===== config.mk =====
export PLATFORM = sky130hd
export DESIGN_NAME = apb_completer
export DESIGN_NICKNAME = d
export VERILOG_FILES = /design/src/rtl/apb_pkg.sv /design/src/rtl/apb_regfile.sv /design/src/rtl/apb_completer.sv
export SDC_FILE = /design/constraint.sdc
export NUM_CORES = 1
export LEC_CHECK = 0
export ABC_AREA = 0
export CAP_MARGIN = 5
export CORE_MARGIN = 8
export CORE_UTILIZATION = 45
export CTS_CLUSTER_SIZE = 40
export DETAILED_ROUTE_END_ITERATION = 12
export GPL_TIMING_DRIVEN = 0
export PLACE_DENSITY = 0.8
export SETUP_SLACK_MARGIN = 0.15
export SLEW_MARGIN = 20
export SYNTH_ARGS = -nofsm -noshare
export SYNTH_HDL_FRONTEND = slang
export SYNTH_HIERARCHICAL = 1
export SYNTH_SLANG_ARGS = --single-unit

===== constraint.sdc =====
create_clock -name clk -period 2.5 [get_ports clk]
set_clock_uncertainty 0.2 [all_clocks]
set_input_delay 0.5 -clock clk [delete_from_list [all_inputs] [get_ports clk]]
set_output_delay 0.5 -clock clk [all_outputs]
set_load 0.02 [all_outputs]

===== src/rtl/apb_pkg.sv =====
// Shared types and helpers for the APB completer: FSM state encoding,
// word size and the address legality check.
package apb_pkg;

    typedef enum logic {
        IDLE   = 1'b0,
        ACCESS = 1'b1
    } apb_state_e;

    localparam int unsigned APB_WORD_BYTES = 4;

    // An address is illegal when it is not word aligned or falls past the
    // last implemented register.
    function automatic logic addr_is_err(input logic [31:0] addr,
                                         input int unsigned num_regs);
        return (addr[1:0] != 2'b00) ||
               (addr >= 32'(APB_WORD_BYTES * num_regs));
    endfunction

endpackage


===== src/rtl/apb_regfile.sv =====
// Register storage behind the APB completer: one write port, a registered
// one-hot write strobe and the flattened register contents.
module apb_regfile
    import apb_pkg::*;
#(
    parameter int DATA_W   = 32,
    parameter int NUM_REGS = 4,
    parameter int IDX_W    = $clog2(NUM_REGS)
) (
    input  logic                         clk,
    input  logic                         reset,
    input  logic                         i_we,
    input  logic [IDX_W-1:0]             i_idx,
    input  logic [DATA_W-1:0]            i_data,
    output logic [NUM_REGS*DATA_W-1:0]   o_regs,
    output logic [NUM_REGS-1:0]          o_wr_stb
);

    generate
        for (genvar gi = 0; gi < NUM_REGS; gi++) begin : g_reg
            logic [DATA_W-1:0] r_reg;
            logic              r_stb;
            logic              w_hit;

            assign w_hit = i_we && (i_idx == IDX_W'(gi));

            // Load the register on a committed write and pulse its strobe
            // in the cycle the new value becomes visible.
            always_ff @(posedge clk) begin
                if (reset) begin
                    r_reg <= '0;
                    r_stb <= 1'b0;
                end else begin
                    r_stb <= w_hit;
                    if (w_hit) begin
                        r_reg <= i_data;
                    end
                end
            end

            assign o_regs[gi*DATA_W +: DATA_W] = r_reg;
            assign o_wr_stb[gi]                = r_stb;
        end
    endgenerate

endmodule


===== src/rtl/apb_completer.sv =====
// APB completer: captures the setup phase, inserts WAIT_CYCLES wait states,
// decodes the captured address and commits reads/writes to apb_regfile.
module apb_completer
    import apb_pkg::*;
#(
    parameter int DATA_W      = 32,
    parameter int ADDR_W      = 8,
    parameter int NUM_REGS    = 4,
    parameter int WAIT_CYCLES = 2
) (
    input  logic                         clk,
    input  logic                         reset,
    input  logic                         psel_i,
    input  logic                         penable_i,
    input  logic                         pwrite_i,
    input  logic [ADDR_W-1:0]            paddr_i,
    input  logic [DATA_W-1:0]            pwdata_i,
    output logic                         pready_o,
    output logic [DATA_W-1:0]            prdata_o,
    output logic                         pslverr_o,
    output logic [NUM_REGS*DATA_W-1:0]   regs_o,
    output logic [NUM_REGS-1:0]          wr_stb_o
);

    localparam int IDX_W = $clog2(NUM_REGS);
    localparam int CNT_W = (WAIT_CYCLES > 0) ? $clog2(WAIT_CYCLES + 1) : 1;

    apb_state_e          r_state;
    logic [CNT_W-1:0]    r_cnt;
    logic [ADDR_W-1:0]   r_addr;
    logic                r_write;
    logic [DATA_W-1:0]   r_wdata;

    logic                w_err;
    logic [IDX_W-1:0]    w_idx;
    logic                w_done;
    logic                w_we;
    logic [DATA_W-1:0]   w_reg_arr [NUM_REGS];

    // Decode always works on the captured address, never the live bus.
    assign w_err  = addr_is_err(32'(r_addr), NUM_REGS);
    assign w_idx  = r_addr[2 +: IDX_W];
    assign w_done = (r_state == ACCESS) && psel_i && penable_i && (r_cnt == '0);
    assign w_we   = w_done && r_write && !w_err;

    // Response is only driven in the completing cycle; otherwise all zero.
    assign pready_o  = w_done;
    assign pslverr_o = w_done && w_err;
    assign prdata_o  = (w_done && !r_write && !w_err) ? w_reg_arr[w_idx] : '0;

    // Transfer sequencing: capture on setup, count wait states, finish or abort.
    always_ff @(posedge clk) begin
        if (reset) begin
            r_state <= IDLE;
            r_cnt   <= '0;
            r_addr  <= '0;
            r_write <= 1'b0;
            r_wdata <= '0;
        end else begin
            case (r_state)
                IDLE: begin
                    // psel with penable already high is not a setup phase.
                    if (psel_i && !penable_i) begin
                        r_addr  <= paddr_i;
                        r_write <= pwrite_i;
                        r_wdata <= pwdata_i;
                        r_cnt   <= CNT_W'(WAIT_CYCLES);
                        r_state <= ACCESS;
                    end
                end
                ACCESS: begin
                    if (!psel_i) begin
                        r_state <= IDLE;
                    end else if (penable_i) begin
                        if (r_cnt != '0) begin
                            r_cnt <= r_cnt - 1'b1;
                        end else begin
                            r_state <= IDLE;
                        end
                    end
                end
                default: r_state <= IDLE;
            endcase
        end
    end

    apb_regfile #(
        .DATA_W   (DATA_W),
        .NUM_REGS (NUM_REGS),
        .IDX_W    (IDX_W)
    ) u_regfile (
        .clk      (clk),
        .reset    (reset),
        .i_we     (w_we),
        .i_idx    (w_idx),
        .i_data   (r_wdata),
        .o_regs   (regs_o),
        .o_wr_stb (wr_stb_o)
    );

    // Per-register view of the flattened contents for read muxing.
    generate
        for (genvar gi = 0; gi < NUM_REGS; gi++) begin : g_rd
            assign w_reg_arr[gi] = regs_o[gi*DATA_W +: DATA_W];
        end
    endgenerate

endmodule


# == After elaboration in Yosys (flattened, before gate mapping) ==
# Cells that the tools add are included.
# totals
register_bits,176
wordCells,62
# op_classes
add_sub_neg,1
n_lt_le_gt_ge,2
n_eq_ne,7
muxes,14
n_bitwise,2
n_reduce_logical,23
# op_table
cell,n
$mux W32,3
$bmux W32 S2,1
$logic_and A1 B1 Y1,13
$ge A8 B5 Y1 const B,1
$mux W2,4
$ne A2 B2 Y1 const B,3
$eq A2 B2 Y1 const B,2
$logic_not A2 Y1,2
$mux W1,4
$pmux W2 S2,1
$reduce_and A4 Y1,1
$reduce_bool A2 Y1,2
$ge A3 B3 Y1 const B,1
$logic_not A1 Y1,3
$not A2 Y3,1
$eq A2 B1 Y1 const B,1
$ne A2 B1 Y1 const B,1
$pmux W1 S2,1
$reduce_and A2 Y1,1
$sub A2 B1 Y2 const B,1
$logic_or A1 B1 Y1,1
$not A1 Y1,1

# == Longest topological paths before layout ==
# depth
ltp_word,6
mapped_depth,9
mapped_depth_nobuf,6

# == Hierarchy ==
# The synthesis kept the hierarchy.
# by_module_without_submodules
mod,n_inst,cells_each,area_each_um2,seq_area_each_um2
apb_regfile,1,470,5255.0,2642.5
apb_completer,1,281,2768.9,880.8

# == Worst setup path after synthesis ==
# No wires, ideal clock.
# synth_path
path_kind,reg2out
from,register r_cnt[0]
to,output port prdata_o[10]
arrival_time_ns,1.497
t_required_ns,1.800
path_slack_ns,0.303
stages_incl_launch_ff,7
n_path_buf,1
cell_sequence,dfxtp_1 -> inv_1 -> ha_1 -> and4_4 -> nand4b_4 -> buf_6 -> nor2b_1
# synth_between
elab_chain_len,5
# synth_rtl
element,line_no,source
"start, declared",apb_completer.sv:29,logic [CNT_W-1:0] r_cnt;
"start signal, assigned",apb_completer.sv:67,r_cnt <= CNT_W'(WAIT_CYCLES);
"start signal, assigned",apb_completer.sv:76,r_cnt <= r_cnt - 1'b1;
$logic_not A2 Y1,apb_completer.sv:43,assign w_done = (r_state == ACCESS) && psel_i && penable_i && (r_cnt == '0);
$logic_and A1 B1 Y1,apb_completer.sv:43,
named net pready_o,apb_completer.sv:18,"output logic pready_o,"
$logic_and A1 B1 Y1 (2 in a row),apb_completer.sv:49,assign prdata_o = (w_done && !r_write && !w_err) ? w_reg_arr[w_idx] : '0;
$mux W32,apb_completer.sv:49,
"end, declared",apb_completer.sv:19,"output logic [DATA_W-1:0] prdata_o,"
# The timed path passes the listed nets, and every way through them passes these cells.

# == Final worst setup path ==
# layout_path
from,register r_cnt[0]
to,output port prdata_o[30]
# layout_between
elab_chain_len,5
# layout_rtl
element,line_no
$logic_not A2 Y1,apb_completer.sv:43
$logic_and A1 B1 Y1,apb_completer.sv:43
$logic_and A1 B1 Y1 (2 in a row),apb_completer.sv:49
$mux W32,apb_completer.sv:49
# No other way between the ends.

==> impl_metrics.json <==
{
  "hold_viol": 0,
  "worst_ep_required_time_ns": 1.80,
  "r2r_slack_ns": 0.22,
  "failed_checks": "setup timing",
  "hold_path.class": "reg -> reg",
  "leakagePower_nw": 4.55,
  "multi_input_area_mm2": 0.00416,
  "ys_seq_area_frac": 0.439,
  "min_period_ns": 2.61,
  "grt_max_degree": 17,
  "vdd_ir_drop_max_mv": 0.458,
  "grt_first_pass_wirelength_mm": 37.0,
  "rr_endpoint": "u_regfile/g_reg[0].r_reg[13]",
  "syn_avg_cell_area_um2": 10.7,
  "finalWeightedCongestion": 0.786,
  "core-area_mm2": 0.0177,
  "final_cell_mix": "173 x clkdlybuf4s50_1, 173 x dfxtp_1, 161 x nand2b_1, 128 x mux2i_1, 82 x nand2_1",
  "first_pass_iters": 5,
  "vias": 6312,
  "ant_nets": 0,
  "worst_slack_ns": -0.111,
  "drc_errors": 0,
  "wl_mm": 24.4,
  "synth_area_mm2": 0.00802,
  "placementRows": 49,
  "cts_tree": "built",
  "grt_pass1_vias": 6381,
  "cp-end-kind": "primary output",
  "cts_buffers": 17,
  "clk_pin_slew_ns": 0.07,
  "clock_sinks": 176,
  "setup_tns_ns": -2.67,
  "placedCellCount": 1189,
  "io_pins": 211,
  "fmax_ghz": 0.383,
  "p_total_mw": 5.92,
  "cap_violations": 0,
  "die_area_mm2": 0.0224,
  "syn_to_final_growth_pct": 42.1,
  "viasPerCell": 5.09,
  "worst_slew_pin_slew_ns": 0.631,
  "setup_viol": 32,
  "hpwl_mm": 17.5,
  "min_from": "r_wdata[4]",
  "cts_root_buf": "clkbuf_16",
  "synth_nets": 797,
  "maxSlewHeadroom": 0.577,
  "dieWidth_um": 150,
  "h-tree-depth": 4,
  "path_class": "reg -> out",
  "gr-total-overflow": 0,
  "cp_slowest_stage_delay_ns": 0.33,
  "wl_per_cell_um": 19.7,
  "io_buffers": 209,
  "crit_arrival_ns": 1.91,
  "post-place-ws_ns": -0.812,
  "syn_inst": 751,
  "cellPowerDensity_mw_per_mm2": 520,
  "ys_types": 38,
  "slew_viol_final": 0,
  "layout-drive-gt1-share": 0.187,
  "holdPathEnd": "r_wdata[4]",
  "period_share": 1.04,
  "fillers": 1471,
  "cp_max_fo": 7,
  "largest_reg_flops": 128,
  "start_kind": "flop",
  "drt_iter0_markers": 268,
  "ff_latch_area_mm2": 0.00353,
  "grtUsageTotal": 0.216,
  "antenna_found_initial": 0,
  "rsz0062_at_grt": "yes",
  "cp_slowest_cell": "dfxtp_2",
  "initial_core_util": 0.453,
  "status": "finished, violations left",
  "yosysWarnings": 6,
  "fin_util": 0.643,
  "clock_path_buffers": 2,
  "fin_nets": 1044,
  "final_cells": 1240,
  "fp.dieH_um": 150,
  "r2r-start": "r_addr[6]",
  "rr_worst_depth": 8,
  "diodes": 0,
  "clock_latency_ns": 0.42,
  "hold_path_depth": 2,
  "cp_cell_sequence": "inv_2 -> ha_4 -> and4_4 -> nand4b_4 -> buf_12 -> buf_4 -> nor2b_4 -> buf_6",
  "ys_seq_elements": 176
}
[layer usage]
metal	track usage	share of wire
met5	0	0
met4	0.0727	0.012
met2	0.368	0.51
met3	0.0550	0.058
met1	0.259	0.42
[area by class of cell]
cell class                 count  share of cell area
multi-input combinational    507               0.365
clock buffer                  21              0.0413
sequential                   176               0.309
timing repair buffer         228               0.201
inverter                       3            0.000988
clock inverter                11              0.0112
tap                          229              0.0251
buffer                        65              0.0463
[per-stage QoR]
stage	hold slack (ns)	area, um2
after floorplan	0.236	8020
after global placement	0.243	10400
after detailed placement	0.248	10400
after CTS	0.257	11300
after global routing	0.271	11400
final	0.257	11400
[critical path: cells and delay by family (launching register included)]
| kind | cells | cell delay [ns] |
|---|---|---|
| buf+inv | 4 | 0.51 |
| simple gates | 3 | 0.49 |
| flops | 1 | 0.33 |
| fa+ha+maj | 1 | 0.13 |
[Yosys cell counts]
master / instances / area (um2)
nor4bb_1: 3 / 30.0
buf_2: 13 / 65.1
o211a_1: 1 / 10.0
nand4b_4: 1 / 23.8
nor2b_1: 28 / 175
mux4_1: 3 / 78.8
o32ai_1: 1 / 8.76
and2_1: 1 / 6.26
nor2_1: 1 / 3.75
buf_6: 17 / 191
a31oi_1: 1 / 6.26
nor3b_1: 1 / 7.51
nand4_1: 1 / 6.26
or3b_1: 2 / 17.5
a21boi_0: 1 / 7.51
ha_1: 1 / 12.5
and3_1: 1 / 6.26
buf_1: 1 / 3.75
and4b_1: 1 / 10.0
mux2i_1: 128 / 1280
clkbuf_1: 22 / 82.6
nor2b_4: 6 / 82.6
or2b_1: 1 / 7.51
dfxtp_1: 176 / 3520
nor4b_1: 1 / 8.76
o21ai_0: 1 / 5.00
and4_4: 1 / 11.3
a21oi_1: 42 / 210
inv_1: 3 / 11.3
nand2b_1: 161 / 1010
nand3_1: 1 / 5.00
nor3b_2: 1 / 12.5
nand3b_1: 2 / 15.0
and3b_1: 2 / 17.5
mux4_2: 29 / 653
nor4_4: 1 / 21.3
buf_4: 12 / 90.1
nand2_1: 82 / 308
[cells by family (layout without fill, tap and decap cells)]
| logic type | after synthesis | in the layout | share of synthesized area |
|---|---|---|---|
| adder cells (fa/ha/maj) | 1 | 1 | 0.00156 |
| AO/OA/AOI/OAI | 47 | 47 | 0.0309 |
| multiplexers | 160 | 160 | 0.251 |
| flip-flops | 176 | 176 | 0.439 |
| buffers and inverters | 68 | 328 | 0.0554 |
| AND/OR/NAND/NOR | 299 | 299 | 0.222 |
[repair_timing]
| action | 4_1_cts | 5_1_grt |
|---|---|---|
| hold buffers | 0 | 0 |
| pin swaps | 1 | 1 |
| buffers inserted | 11 | 5 |
| cloned | 3 | 0 |
| setup endpoints to repair | 84 | 73 |
| resized for setup | 220 | 28 |
[how the worst max path moves through the flow]
stage | from | end | slack (ns) | cells after the start
finish | r_cnt[0] | prdata_o[30] | -0.11 | 8
global route | r_cnt[0] | prdata_o[20] | -0.18 | 8
CTS | r_addr[2] | prdata_o[26] | -0.13 | 5
detailed placement | penable_i | prdata_o[28] | -0.81 | 6
global placement | penable_i | prdata_o[28] | -0.81 | 6
floorplan | r_cnt[0] | prdata_o[10] | 0.30 | 6
[power breakdown]
part	internal (mW)	switching, mW	total (mW)
logic	0.204	0.194	0.398
registers	2.84	0.0208	2.86
clock network	1.56	1.11	2.67
total	4.60	1.32	5.92
No activity file was read; power rests on OpenSTA's default activity.
